$ cat src/rtl/serial_subtractor.sv
// Bit-serial unsigned subtractor: d = a - b - bin, one bit per clock through a
// single full-adder slice. a + ~b + ~bin gives the difference; the final carry is the inverse of the borrow.
module serial_subtractor #(
    parameter int WIDTH = 4
) (
    input  logic             clk,
    input  logic             rst,
    input  logic             in_valid,
    output logic             in_ready,
    input  logic [WIDTH-1:0] a,
    input  logic [WIDTH-1:0] b,
    input  logic             bin,
    output logic             out_valid,
    input  logic             out_ready,
    output logic [WIDTH-1:0] d,
    output logic             bout,
    output logic             zero
);

    localparam int CW = (WIDTH > 2) ? $clog2(WIDTH) : 1;

    typedef enum logic [1:0] {
        IDLE  = 2'd0,
        SHIFT = 2'd1,
        DONE  = 2'd2
    } state_t;

    state_t           state, state_nxt;
    logic [CW-1:0]    cnt;
    logic             c;
    logic [WIDTH-1:0] a_sh, b_sh, r_sh;
    logic             s, c_nxt, accept, last;
    logic [WIDTH-1:0] r_nxt;

    function automatic logic maj3(input logic x, input logic y, input logic z);
        return (x & y) | (x & z) | (y & z);
    endfunction

    assign in_ready  = (state == IDLE);
    assign out_valid = (state == DONE);

    always_comb begin
        s      = a_sh[0] ^ b_sh[0] ^ c;
        c_nxt  = maj3(a_sh[0], b_sh[0], c);
        r_nxt  = {s, r_sh[WIDTH-1:1]};
        accept = in_valid && (state == IDLE);
        last   = (state == SHIFT) && (cnt == CW'(WIDTH - 1));
    end

    always_comb begin
        state_nxt = state;
        case (state)
            IDLE:    if (in_valid) state_nxt = SHIFT;
            SHIFT:   if (cnt == CW'(WIDTH - 1)) state_nxt = DONE;
            DONE:    if (out_ready) state_nxt = IDLE;
            default: state_nxt = IDLE;
        endcase
    end

    always_ff @(posedge clk or posedge rst) begin
        if (rst) begin
            state <= IDLE;
            cnt   <= '0;
            c     <= 1'b0;
            d     <= '0;
            bout  <= 1'b0;
            zero  <= 1'b0;
        end else begin
            state <= state_nxt;
            if (accept) begin
                c   <= ~bin;
                cnt <= '0;
            end else if (state == SHIFT) begin
                c   <= c_nxt;
                cnt <= cnt + 1'b1;
                // The last slice's sum and carry are folded straight into the result.
                if (last) begin
                    d    <= r_nxt;
                    bout <= ~c_nxt;
                    zero <= (r_nxt == '0);
                end
            end
        end
    end

    // Operand and result shift registers carry no reset; they are always loaded before use.
    always_ff @(posedge clk) begin
        if (accept) begin
            a_sh <= a;
            b_sh <= ~b;
        end else if (state == SHIFT) begin
            a_sh <= a_sh >> 1;
            b_sh <= b_sh >> 1;
            r_sh <= r_nxt;
        end
    end

endmodule

$ cat config.mk
export PLATFORM = sky130hd
export DESIGN_NAME = serial_subtractor
export DESIGN_NICKNAME = d
export VERILOG_FILES = /design/src/rtl/serial_subtractor.sv
export SDC_FILE = /design/constraint.sdc
export NUM_CORES = 1
export LEC_CHECK = 0
export CORE_MARGIN = 8
export CORE_UTILIZATION = 51
export CTS_BUF_LIST = sky130_fd_sc_hd__clkbuf_8
export CTS_CLUSTER_DIAMETER = 100
export DETAILED_ROUTE_END_ITERATION = 10
export GPL_ROUTABILITY_DRIVEN = 0
export HOLD_SLACK_MARGIN = 0.03
export PLACE_DENSITY = 0.81
export SLEW_MARGIN = 20
export SYNTH_ARGS = -nofsm -noshare
export SYNTH_HDL_FRONTEND = slang
export SYNTH_SLANG_ARGS = --single-unit
export TNS_END_PERCENT = 10
$ cat constraint.sdc
create_clock -name clk -period 1.7 [get_ports clk]
set_input_delay 0.34 -clock clk [delete_from_list [all_inputs] [get_ports clk]]
set_output_delay 0.34 -clock clk [all_outputs]
set_load 0.05 [all_outputs]
Yosys cells after proc, flatten, opt, wreduce, memory -nomap -nowiden
Cells that the tools add are included.
- input port bits: 13
- bits in latches: 0
- register bits after elaboration: 23
- bits in writable memories: 0
- output and inout port bits: 8
- bits in read-only memories: 0
- logic and storage cells: 47
- memories: 0
- order comparisons: 0
- shifts and indexed selects: 0
- bitwise operators: 11
- reduce and logical (&&, ||, !) cells: 8
- $mul: 0
- add/sub/neg operators: 1
- multiplexer cells: 12
- equal/unequal tests: 6
- divide/modulo/power cells: 0
- operator list (kind ; number):
    two-way mux 4 bit ; 4
    two-way mux 2 bit ; 5
    case mux 2 bit (3 select lines) ; 1
    AND reduction 3 bit ; 2
    == test 2 bit, second input constant ; 2
    logical NOT 4 bit ; 1
    != test 2 x 1 -> 1 bit, second input constant ; 2
    inverter 4 bit ; 1
    bitwise AND 1 bit ; 3
    inverter 1 bit ; 3
    adder 2 x 1 -> 2 bit, second input constant ; 1
    == test 2 x 1 -> 1 bit, second input constant ; 1
    logical AND 1 bit ; 2
    logical NOT 2 bit ; 1
    two-way mux 1 bit ; 2
    != test 2 bit, second input constant ; 1
    OR 1 bit ; 2
    AND reduction 2 bit ; 1
    nonzero test 2 bit ; 1
    bitwise XOR 1 bit ; 2

Depth between registers and ports, before layout
Gate-level depths: netlist of run 1.
- depth in word-level cells: 5
- depth in mapped cells: 5
- mapped depth without buffers: 5

Worst setup path before layout of run 1
No wires, ideal clock.
- path type: register to register
- start: register c
- end: register zero
- path buffers: 0
- arrival time: 1474 ps
- clock period less this slack: 1559 ps
- setup time: 85 ps
- path slack: 141 ps
- cell stages (with the launch flop): 6
- cell sequence: dfrtp_1 > inv_1 > fa_1 > inv_1 > or4_1 > o21ai_0
- cells in the longest elaborated chain, start to end: 2
- ends and longest elaborated chain (item ; RTL line ; RTL):
    start: declaration ; 30 ; logic c;
    start signal: assignment ; 71 ; c <= ~bin;
    start signal: assignment ; 74 ; c <= c_nxt;
    bitwise XOR 1 bit ; 43 ; s = a_sh[0] ^ b_sh[0] ^ c;
    named net s ; 32 ; logic s, c_nxt, accept, last;
    logical NOT 4 bit ; 80 ; zero <= (r_nxt == '0);
    end signal: assignment ; 80 ;
    end: declaration ; 17 ; output logic zero
The timed path passes the listed nets, and every way through them passes these cells.
A chain may end at the register's enable or synchronous reset.

Worst setup path after layout of run 1
- start: input port in_valid
- end: register b_sh[0] (data pin)
- cells in the longest elaborated chain, start to end: 2
- ends and longest elaborated chain (item ; RTL line ; RTL):
    start: declaration ; 8 ; input logic in_valid,
    logical AND 1 bit ; 46 ; accept = in_valid && (state == IDLE);
    two-way mux 4 bit ; 88 ; if (accept) begin
    end signal: assignment ; 90 ; b_sh <= ~b;
    end signal: assignment ; 93 ; b_sh <= b_sh >> 1;
    end: declaration ; 31 ; logic [WIDTH-1:0] a_sh, b_sh, r_sh;
Every way passes these cells.

==> metrics, run 1 <==
clk sinks=22; first-pass GRT wire length=roughly 3000 microns; internal reg-to-reg setup slack=approximately 0.070 ns; outcome=finished clean; vias per cell=approximately 5.1; layout cells sized above 1=0.2424; syn_area_per_cell=between 10 and 15 sq um; #FFs+latches synth=22; Netlist cell types=21; routed wl met3=slightly below 80 microns; Top Layer Used=met4; worst-case reg-to-reg path depth=5; Die X-Extent=between 50 and 60 microns; Tmin final=roughly 1.7 ns; CTS Root Buffer Type=clkbuf_8; Clock Tree Buf Depth=2; pre-CTS setup slack=-0.1676 ns; GRT Util Overall=0.1188; CTS tree=yes; number of CTS-inserted buffers=3; clk slew on worst S/H paths=about 0.080 ns; Ant. Diodes=0; initial core utilization=0.5384; cell count after synthesis=roughly 70; Max IR drop VDD=around 0.0013 V; Top-Level Pins=21; WL per Instance=15.02 microns; Startpoint Class=input pin; post-layout worst setup margin=just under 0.05 ns; wire length on met2=a little over 1000 microns; Hold/Removal Path Class=input pin to async pin; Worst Path Required=about 1.7 ns; Setup crit end kind=flip-flop; PwrDens=approximately 2100 nW/um^2; fin nets=115; register area share after synthesis=0.6514; final setup fails=0; DP Cell Count=between 100 and 150; Max Clk Rate=between 600 and 700 MHz; row count=15; Rel. slew slack=0.7302; H-tree levels=1; largest net degree at the start of global routing=13; drt initial violations=7; Lkg Pwr=between 0.5 and 0.6 nW; initial antenna violation count=0; period utilization=0.9711; unrepaired setup endpoints after global routing=false; Mapped Area=929.6 sq um; total of warnings raised by yosys=0; post-route ant nets=0; Crit Path Class=input pin to flip-flop; WL final=about 1900 microns; Max-Cap Viols=0; clk_skew=approximately 0.0038 ns; Die Y=~59 microns; die area=3445 sq um; Syn Nets=between 80 and 90; Critical Path AT=around 1.7 ns; Worst-Skew Late Latency=around 0.26 ns; vias in the first global route=just under 700; non-filler instance count after layout=about 120; Critical Path Fanout Max=10; r2r endpoint=zero; cts hold-fix bufs=0; max-slew violation count=0; M1 wire length=~700 microns; GRT overflow=0; reg-to-reg startpoint=b_sh[0]; drt first pass iters=4; input/output buffers=20; Final Hold Fails=0; total power=0.002646 W; DRC errors left=0; Worst Tran Pin Value=approximately 0.40 ns; core area=roughly 1700 sq um; HPWL after DPL=approximately 1400 microns; Synth-to-Final Area Change=33.65%; via count=~640
==> final cells by class <==
class | count | area, sq um
Clock buffer | 4 | 55.05
Fill cell | 129 | 484.2
Inverter | 8 | 30.03
Multi-Input combinational cell | 40 | 277.8
Sequential cell | 22 | 605.6
Tap cell | 25 | 31.28
Timing Repair Buffer | 25 | 242.7
==> routing by layer <==
| metal | vias up | global-route usage |
|---|---|---|
| met1 | 314 | 0.1183 |
| met4 | 0 | 0.08532 |
| met3 | 7 | 0.01957 |
| li1 | 299 | - |
| met2 | 15 | 0.2173 |
| met5 | - | 0 |
==> report_power, final <==
group / total [W] / switching [W] / leakage (nW) / internal [W]
Combinational: 0.00124 / 0.000741 / 0.278 / 0.000503
Clock: 0.000368 / 0.000161 / 0.0288 / 0.000206
Sequential: 0.00103 / 0.000132 / 0.248 / 0.000903
Total: 0.00265 / 0.00103 / 0.556 / 0.00161
==> cells in the mapped netlist <==
library cell	n	area, sq um
a21oi_1	2	10.01
buf_2	1	5.000
buf_6	1	11.26
dfrtp_1	11	275.3
edfxtp_1	11	330.3
fa_1	1	20.02
ha_1	1	12.51
inv_1	8	30.03
mux2_2	4	45.04
mux2_4	3	45.04
nand2_1	8	30.03
nand2b_1	2	12.51
nand3_1	1	5.000
nand3b_1	1	7.510
nor2_1	6	22.52
nor4b_1	1	8.760
o211ai_1	1	7.510
o21ai_0	4	20.02
o21ai_1	3	15.01
or3b_1	1	8.760
or4_1	1	7.510
==> flip-flops by register name (all words and copies together) (netlist names) <==
| signal | cells |
|---|---|
| bout | 1 |
| d | 4 |
| state | 2 |
| r_sh | 3 |
| c | 1 |
| cnt | 2 |
| b_sh | 4 |
| a_sh | 4 |
| zero | 1 |
==> metrics by stage <==
step                cell area, sq um  TNS (ns)  utilization  hold WS, ns
finish                          1242         0       0.7196       0.3599
global route                    1242         0       0.7196       0.4018
CTS                             1242         0       0.7196       0.3717
detailed placement              1180   -0.9823       0.6833       0.4642
global placement                1180   -0.7987       0.6833       0.4598
floorplan                      929.6         0            -       0.1924
==> worst max-delay path by stage <==
stage	start	cells past startpoint	to
finish	in_valid	5	b_sh[0]
global route	b_sh[0]	5	zero
CTS	c	5	zero
detailed placement	in_valid	5	b_sh[0]
global placement	in_valid	5	b_sh[2]
floorplan	c	5	zero
==> logic make-up (layout without fill, tap and decap cells) <==
| family | Yosys count | after routing | share of synthesized area |
|---|---|---|---|
| fa+ha+maj | 2 | 2 | 0.03499 |
| buf+inv | 10 | 37 | 0.04979 |
| compound gates | 10 | 10 | 0.05653 |
| mux | 7 | 7 | 0.09690 |
| simple gates | 21 | 21 | 0.1104 |
| flops | 22 | 22 | 0.6514 |
==> placed cells by master (no fill, tap or decap), types with 3 or more instances in the layout <==
| master | instances |
|---|---|
| buf_4 | 11 |
| clkbuf_8 | 4 |
| clkdlybuf4s50_1 | 12 |
| dfrtp_1 | 11 |
| edfxtp_1 | 11 |
| inv_1 | 8 |
| mux2_2 | 4 |
| mux2_4 | 3 |
| nand2_1 | 8 |
| nor2_1 | 6 |
| o21ai_0 | 3 |
| o21ai_1 | 4 |
==> critical path: stages <==
cell,delay [ns]
clkdlybuf4s50_1,0.47
or3b_1,0.46
buf_4,0.22
nand2_1,0.09
o21ai_1,0.08
==> timing repair <==
action / in CTS / in global routing
endpoints found under the setup margin: 1 / 1
pin swaps: 0 / 1
buffers inserted: 1 / 0
resized for setup: 0 / 1
Power figures use the tool's default switching activity.
==> run 2, diff against run 1 <==
--- a/config.mk
+++ b/config.mk
@@ -5,14 +5,17 @@
 export SDC_FILE = /design/constraint.sdc
 export NUM_CORES = 1
 export LEC_CHECK = 0
+export CELL_PAD_IN_SITES_DETAIL_PLACEMENT = 0
+export CELL_PAD_IN_SITES_GLOBAL_PLACEMENT = 2
+export CORE_ASPECT_RATIO = 2
 export CORE_MARGIN = 8
-export CORE_UTILIZATION = 51
+export CORE_UTILIZATION = 34
 export CTS_BUF_LIST = sky130_fd_sc_hd__clkbuf_8
 export CTS_CLUSTER_DIAMETER = 100
 export DETAILED_ROUTE_END_ITERATION = 10
 export GPL_ROUTABILITY_DRIVEN = 0
 export HOLD_SLACK_MARGIN = 0.03
-export PLACE_DENSITY = 0.81
+export PLACE_DENSITY_LB_ADDON = 0.1
 export SLEW_MARGIN = 20
 export SYNTH_ARGS = -nofsm -noshare
 export SYNTH_HDL_FRONTEND = slang
==> run 2 against run 1 <==
Compared with the run above: sequential cell count unchanged; combinational power about the same; cell count rose by 4.8%; critical path depth unchanged; routed wire length shrank 9.1%; power fell by 2.3%; non-clock buffer count rose by 2; register-to-register slack barely moved; clock power down 16%; largest power group unchanged.
==> metrics, run 2 (synthesis gave the netlist of run 1 again) <==
outcome=finished clean; Lkg Pwr=approximately 0.56 nW; internal reg-to-reg setup slack=0.06 ns; core area=roughly 2700 sq um; drt initial violations=5; Rel. slew slack=0.7216; Tmin final=1.639 ns; CTS tree=yes; Worst Setup SP=b_sh[0]; post-route ant nets=0; Synth-to-Final Area Change=34.72%; most common cell after layout, fill and taps aside=buf_4; fin nets=between 100 and 150; WL per Instance=about 13 microns; Worst Path Required=between 1.5 and 2 ns; vias per cell=4.700; row count=27; final setup fails=0; unrepaired setup endpoints after global routing=false; WL final=around 1700 microns; reg-to-reg startpoint=b_sh[0]; vias in the first global route=690; Critical Path Most Common Cell=inv_1; Worst Setup EP=zero; Ant. Diodes=0; initial core utilization=0.3483; setup TNS=0 ns; Crit Path Class=flip-flop to flip-flop; initial antenna violation count=0; clk_skew=approximately 0.0073 ns; FILL cells=around 260; first-pass GRT wire length=2967 microns; clk slew on worst S/H paths=0.07 ns; Final Hold Fails=0; worst-case reg-to-reg path depth=5; Critical Path Fanout Max=2; Worst-Skew Late Latency=between 0.2 and 0.3 ns; crit path cell chain=inv_1 -> fa_1 -> inv_1 -> or4_1 -> o21ai_1; crit-path max cell delay=0.59 ns; drt first pass iters=2; most frequent cells in the layout=buf_4 (13), clkdlybuf4s50_1 (12), edfxtp_1 (11), dfrtp_1 (11), inv_1 (9); Max IR drop VDD=0.0007340 V; Setup crit end kind=flip-flop; die area=between 4000 and 5000 sq um; max-slew violation count=0; period utilization=0.9639; Top Layer Used=met4; clk sinks=22; H-tree levels=1; Critical Path AT=between 1.5 and 2 ns; pre-CTS setup slack=-0.1939 ns; CTS Root Buffer Type=clkbuf_8; GRT Util Overall=0.07880; Top-Level Pins=21; number of CTS-inserted buffers=3; wire length on met2=916 microns; layout cells sized above 1=0.2475; CP max-delay cell=fa_1; Startpoint Class=flip-flop; Setup Fix Bufs, Post-CTS=0; post-layout worst setup margin=0.06139 ns; Max-Cap Viols=0; Hold/Removal Path Class=input pin to async pin; via count=between 600 and 700; r2r endpoint=zero; routed wl met3=~110 microns; HPWL after DPL=approximately 1400 microns; Die Y=between 80 and 90 microns; GRT overflow=0; largest net degree at the start of global routing=13; DRC errors left=0; M1 wire length=638 microns; Max Clk Rate=slightly above 600 MHz; Worst Tran Pin Value=between 0.4 and 0.5 ns; Clock Tree Buf Depth=2; input/output buffers=20; Largest regs=a_sh (4), b_sh (4), d (4); Die X-Extent=around 53 microns; PwrDens=2063 nW/um^2
-- run 2: changes by cell type in the layout (fill, tap and decap cells not counted) --
cell and change:
inv_1 +1, clkbuf_8 -1, buf_4 +2
-- run 2: final cells by class --
cell class,instances,area [sq um],area share
multi-input cells,40,277.8,0.2218
well taps,29,36.28,0.02897
clock buffers,3,41.29,0.03297
clock inverters,1,3.754,0.002997
flip-flops and latches,22,605.6,0.4835
inverters,8,30.03,0.02398
repair buffers,27,257.7,0.2058
-- run 2: report_power, final --
part           leakage, nW  internal (W)  total [W]  switching (W)
registers            0.248      0.000903    0.00102       0.000117
logic                0.288      0.000528    0.00126       0.000727
clock network       0.0269      0.000161   0.000309       0.000148
total                0.563       0.00159    0.00258       0.000992
-- run 2: worst max-delay path: cells and delay by family, from the launching register on --
| family | cells | cell delay (ns) |
|---|---|---|
| adder cells (fa/ha/maj) | 1 | 0.59 |
| AND/OR/NAND/NOR | 1 | 0.40 |
| flip-flops | 1 | 0.33 |
| buffers and inverters | 2 | 0.12 |
| AO/OA/AOI/OAI | 1 | 0.12 |
-- run 2: worst min-delay path by stage --
| stage | from | to | slack (ns) | depth (start not counted) |
|---|---|---|---|---|
| 2_1_floorplan | rst | bout | 0.19 | 1 |
| 3_3_place_gp | r_sh[2] | r_sh[1] | 0.46 | 0 |
| 3_5_place_dp | zero | zero | 0.47 | 2 |
| 4_1_cts | rst | cnt[0] | 0.39 | 2 |
| 5_1_grt | rst | cnt[0] | 0.40 | 2 |
| 6_report | rst | cnt[0] | 0.37 | 2 |
-- run 2: layer usage --
layer	vias to the layer above	global-route usage
met1	292	0.08600
met5	-	0
met4	0	0.03913
met2	13	0.1289
met3	4	0.02310
li1	302	-
-- run 2: through the flow --
stage / instance area (sq um) / util / power, W / std cells / hold slack, ns
3_3_place_gp: 1207 / 0.4524 / 0.002271 / 126 / 0.4583
5_1_grt: 1252 / 0.4693 / 0.002778 / 130 / 0.3980
6_report: 1252 / 0.4693 / 0.002584 / 130 / 0.3725
2_1_floorplan: 929.6 / - / 0.001821 / 72 / 0.1924
3_5_place_dp: 1207 / 0.4524 / 0.002315 / 126 / 0.4712
4_1_cts: 1252 / 0.4693 / 0.002634 / 130 / 0.3894
-- run 2: timing repair --
action,in CTS,in global routing
gates resized for setup,0,1
setup endpoints to repair,1,1
pin swaps,1,0
hold buffers,0,0
==> edit 1 (config.mk and constraints of run 2) <==
Encoding of `state_t`: now one-hot (3 bits for 3 states).
--- a/src/rtl/serial_subtractor.sv
+++ b/src/rtl/serial_subtractor.sv
@@ -21,6 +21,6 @@
 
-    typedef enum logic [1:0] {
-        IDLE  = 2'd0,
-        SHIFT = 2'd1,
-        DONE  = 2'd2
+    typedef enum logic [2:0] {
+        IDLE  = 3'b001,
+        SHIFT = 3'b010,
+        DONE  = 3'b100
     } state_t;
Formal check against the unedited RTL: same outputs for any inputs over 10 cycles, from zero or initial values and one cycle with rst high; not proved beyond that.
==> edit 1 against run 2 <==
- synthesized area up 3.8%
- sequential cell count up 1
- final area up 3.7%
- count of clock-buffer cells in the layout unchanged
- wire length up 4.4%
- synthesized cell count down 2.8%
- total power down 12%
- worst setup slack worse by 37 ps
- core utilization up 0.53 points
- worst hold slack better by 18 ps
- global-route usage up 0.43 points
- critical path type unchanged
==> edit 1: results (changes against run 2) <==
| Metric | Value |
|---|---|
| Fin nets | 112 (was 117) |
| Setup Fix Bufs, Post-CTS | 0 (unchanged) |
| Synth Area per Inst | 13.8 sq um (was 12.9 sq um) |
| Final wirelength | 1770 um (was 1690 um) |
| Number of routed nets with antenna violations | 0 (unchanged) |
| Synthesis warning total | 0 (unchanged) |
| H-tree depth | 1 (unchanged) |
| N_diodes | 0 (unchanged) |
| Synth top area cells | edfxtp_1 34%, dfrtp_1 29%, mux2_2 8.2%, o21ai_0 3.6%, dfstp_2 2.7% (was edfxtp_1 36%, dfrtp_1 30%, mux2_2 4.8%, mux2_4 4.8%, inv_1 3.2%) |
| Clock Tree Buf Depth | 2 (unchanged) |
| DRT Pass-1 Iters | 3 (was 2) |
| Clock skew | 4.00 ps (was 7.25 ps) |
| CTS Root Cell | clkbuf_8 (unchanged) |
| CP delay by family, top | simple AND/OR/NAND/NOR gates (was adder cells) |
| Cells after DPL | 121 (was 126) |
| Via count | 625 (was 611) |
| P_leak | 0.555 nW (was 0.563 nW) |
| Port bufs | 20 (unchanged) |
| Worst-path clk slew | 80 ps |
| Post-synth EDFFs | 11 (unchanged) |
| Worst vdd ir | 805 uV (was 734 uV) |
| Share of synthesized registers carrying an async set or reset | 0.522 (was 0.500) |
| Initial DRC Count | 4 (was 5) |
| Status | finished clean (unchanged) |
| Largest net degree at the start of global routing | 13 (unchanged) |
| Vias per cell | 5.00 (was 4.70) |
| Sw Pwr | 0.804 mW (was 0.992 mW) |
| Slew HR | 0.687 (was 0.722) |
| Clk_lat worst skew | 260 ps (about the same) |
| Final Hold Vio Count | 0 (unchanged) |
| CTS buffer count | 3 (unchanged) |
| Global-route wire length before repair | 3110 um (was 2970 um) |
| Sequential fraction of the synthesis area | 0.655 (was 0.651) |
| CP peak stage delay | 530 ps (was 590 ps) |
| Final Max Tran Viols | 0 (unchanged) |
| Post-synth cell types | 25 (was 21) |
| Initial antenna violation count | 0 (unchanged) |
| Commonest cells in the netlist | 11 x dfrtp_1, 11 x edfxtp_1, 7 x mux2_2, 7 x nand2_1, 7 x o21ai_0 (was 11 x dfrtp_1, 11 x edfxtp_1, 8 x inv_1, 8 x nand2_1, 6 x nor2_1) |
| Slowest CP cell | or4_1 (was fa_1) |
| Hold Crit Class | in2async (unchanged) |
| Largest regs | a_sh (4), b_sh (4), d (4) (unchanged) |
| Total GRT Usage | 0.0830 (was 0.0788) |
| Most common flop cell mapped by yosys | edfxtp_1 (unchanged) |
| Pre-CTS WS | 26.1 ps (was -194 ps) |
| Vias in the first global route | 654 (was 690) |
| Detail Placement HPWL | 1430 um (was 1380 um) |
| Crit Path Max Fanout | 2 (unchanged) |
| Syn Nets | 85 (was 87) |
| Layout cells sized above 1 | 0.281 (was 0.248) |
[edit 1: cell types whose count changed in the layout (fill, tap and decap cells not counted), sizes merged, moves of 2 or more]
| cell | change |
|---|---|
| inv | -6 |
| nor2 | -5 |
| nand2b | -2 |
| nand4bb | +2 |
| nor3b | +2 |
[edit 1: kinds of logic after synthesis]
logic type	share of synthesized area
mux	0.0921
buf+inv	0.0389
fa+ha+maj	0.0337
flops	0.655
compound gates	0.0713
simple gates	0.109
[edit 1: timing repair]
item / CTS / global route
endpoints found under the setup margin: 1 / 3
hold buffers: 0 / 0
resized for setup: 1 / 1
[edit 1: layer usage]
metal	vias to the layer above	share of wire	GRT usage
met4	0	0.021	0.0445
met1	302	0.39	0.0972
met3	4	0.041	0.0180
met2	14	0.55	0.132
met5	-	0	0
li1	305	-	-
[edit 1: final cells by class]
class	count	area [sq um]
clock buffers	3	41.3
clock inverters	1	3.75
fillers	262	1440
inverters	3	11.3
multi-input cells	40	312
flip-flops and latches	23	632
well taps	29	36.3
repair buffers	26	263
[edit 1: through the flow]
| step | hold slack [ps] | area (sq um) |
|---|---|---|
| final | 390 | 1300 |
| after global routing | 449 | 1300 |
| after CTS | 410 | 1290 |
| after detailed placement | 474 | 1240 |
| after global placement | 476 | 1240 |
| after floorplan | 204 | 970 |
[edit 1: worst paths after layout]
| check | start | end | slack [ps] | cells after the start |
|---|---|---|---|---|
| setup / recovery | c | zero | 20 | 3 |
| hold / removal | rst | d[2] | 390 | 2 |
| setup reg to reg | c | zero | 20 | 3 |
| hold reg to reg | r_sh[2] | r_sh[1] | 490 | 0 |
| max in group asynchronous | rst | state[0] | 970 | 2 |
| min in group clk | r_sh[2] | r_sh[1] | 490 | 0 |
[edit 1: worst reg2reg max path: stages, from the launching register on]
cell,delay (ps)
dfrtp_1,400
fa_1,500
or4_1,530
o21ai_0,150
[edit 1: power groups by stage]
| stage | registers [mW] | logic [mW] | clock network [mW] |
|---|---|---|---|
| 2_1_floorplan | 1.14 | 0.422 | 0 |
| 3_3_place_gp | 0.991 | 0.966 | 0 |
| 3_5_place_dp | 0.997 | 0.985 | 0 |
| 4_1_cts | 0.989 | 1.00 | 0.335 |
| 5_1_grt | 1.02 | 1.07 | 0.355 |
| 6_report | 0.987 | 0.980 | 0.317 |
==> edit 2 (settings of run 2) <==
Made on the original files. Set the parameter `WIDTH` to 8 (it was 4).
--- a/src/rtl/serial_subtractor.sv
+++ b/src/rtl/serial_subtractor.sv
@@ -3,3 +3,3 @@
 module serial_subtractor #(
-    parameter int WIDTH = 4
+    parameter int WIDTH = 8
 ) (
Interface: changed (resized a, b and d); port bits go from 21 to 33. No check against the original RTL was run, so the function may have changed too.
==> edit 2 against run 2 <==
- final area is 77% higher
- synthesized area is 75% higher
- worst setup slack worse by 5.1 ps
- core utilization is 1.3 points higher
- non-clock buffer count is 14 higher
- global-route usage is 1.0 points higher
- worst hold slack better by 0.70 ps
- maximum frequency is 0.31% lower
- wire length is 75% higher
- total power is 74% higher
- count of clock-buffer cells in the layout is 3 higher
- clock skew hardly changed
- sequential cell count is 17 higher
- sequential share of layout area is 0.80 points higher
- critical path type is now in2reg
- largest cell class unchanged
- largest power group is now registers
- highest routed layer unchanged
==> edit 2: results (changes against run 2) <==
| Metric | Value |
|---|---|
| Switching Share | 0.345 (was 0.384) |
| Sequential fraction of the synthesis area | 0.670 (was 0.651) |
| Avg WL per Cell | 14.2 um (was 13.0 um) |
| WP data arrival | 1640 ps (was 1820 ps) |
| Post-synth cell types | 22 (was 21) |
| Initial DRC Count | 18 (was 5) |
| Syn Nets | 132 (was 87) |
| Slew HR | 0.746 (was 0.722) |
| Worst vdd ir | 1010 uV (was 734 uV) |
| Detail Placement HPWL | 2320 um (was 1380 um) |
| Total GRT Usage | 0.0889 (was 0.0788) |
| Clk_lat worst skew | 280 ps (was 260 ps) |
| Share of synthesized registers carrying an async set or reset | 0.410 (was 0.500) |
| Clock skew | 7.03 ps (was 7.25 ps) |
| Port bufs | 32 (was 20) |
| Commonest cells in the netlist | 23 x edfxtp_1, 16 x dfrtp_1, 16 x nand2_1 (was 11 x dfrtp_1, 11 x edfxtp_1, 8 x inv_1, 8 x nand2_1, 6 x nor2_1) |
| Status | finished clean (unchanged) |
| Synth Area per Inst | 15.1 sq um (was 12.9 sq um) |
| Fin nets | 176 (was 117) |
| Number of fill cells in the layout | 439 (was 255) |
| Synth top area cells | edfxtp_1 42%, dfrtp_1 25%, mux2_4 6.5%, mux2_2 5.5%, o21ai_2 3.8% (was edfxtp_1 36%, dfrtp_1 30%, mux2_2 4.8%, mux2_4 4.8%, inv_1 3.2%) |
| Global-route wire length before repair | 5050 um (was 2970 um) |
| H-tree depth | 2 (was 1) |
| Layout cells sized above 1 | 0.359 (was 0.248) |
| Post-synth EDFFs | 23 (was 11) |
| Worst-path clk slew | 70 ps (about the same) |
| Vias in the first global route | 1047 (was 690) |
| RR Startpoint | cnt[0] (was b_sh[0]) |
| Reg2reg setup slack | 130 ps (was 60 ps) |
| Reg2Reg Capture Point | d[3] (was zero) |
| Via count | 967 (was 611) |
| Cells after DPL | 200 (was 126) |
| Largest regs | a_sh (8), b_sh (8), d (8) (was a_sh (4), b_sh (4), d (4)) |
| Largest net degree at the start of global routing | 20 (was 13) |
## edit 2: through the flow
step	hold slack (ps)	TNS, ps	worst slack [ps]	area (sq um)	total power, mW
4_1_cts	380	0	57.7	2210	4.55
2_1_floorplan	254	0	44.5	1630	3.04
6_report	373	0	56.3	2220	4.49
3_3_place_gp	469	-7140	-230	2090	3.72
3_5_place_dp	473	-7590	-241	2090	3.76
5_1_grt	404	0	20.8	2220	4.78
## edit 2: critical path, stage by stage
cell	delay (ps)
clkdlybuf4s50_1	470
or3b_1	350
buf_4	200
nand2_2	130
buf_12	140
## edit 2: layer usage
metal,track usage,wire length (um),vias up
met5,0,0,-
met3,0.0373,185,5
met1,0.0858,1070,467
met2,0.156,1630,23
met4,0.0440,63,0
li1,-,-,472
## edit 2: cell type report
class / count / area, sq um / share of cell area
clock buffer: 6 / 82.6 / 0.0372
timing repair buffer: 41 / 433 / 0.195
clock inverter: 2 / 35.0 / 0.0158
sequential: 39 / 1090 / 0.492
inverter: 4 / 15.0 / 0.00676
tap: 55 / 68.8 / 0.0310
multi-input combinational: 61 / 494 / 0.223
## edit 2: how the worst max path moves through the flow
stage	from	slack, ps	end	cells past startpoint
after detailed placement	in_valid	-240	a_sh[6]	4
after global routing	in_valid	20	b_sh[2]	5
after global placement	in_valid	-230	a_sh[5]	4
after CTS	in_valid	60	b_sh[4]	5
after floorplan	state[0]	40	a_sh[0]	4
final	in_valid	60	b_sh[2]	5
## edit 2: power groups by stage
| stage | clock network, mW | registers, mW | logic [mW] |
|---|---|---|---|
| 6_report | 0.769 | 1.88 | 1.84 |
| 5_1_grt | 0.832 | 1.94 | 2.01 |
| 4_1_cts | 0.801 | 1.88 | 1.87 |
| 3_5_place_dp | 0 | 1.90 | 1.86 |
| 3_3_place_gp | 0 | 1.88 | 1.84 |
| 2_1_floorplan | 0 | 2.21 | 0.836 |
## edit 2: kinds of logic after synthesis
kind of cell | count (synthesis) | share of synthesized area
adder cells (fa/ha/maj) | 3 | 0.0277
buffers and inverters | 8 | 0.0330
AND/OR/NAND/NOR | 30 | 0.0853
multiplexers | 16 | 0.126
flip-flops | 39 | 0.670
AO/OA/AOI/OAI | 12 | 0.0576
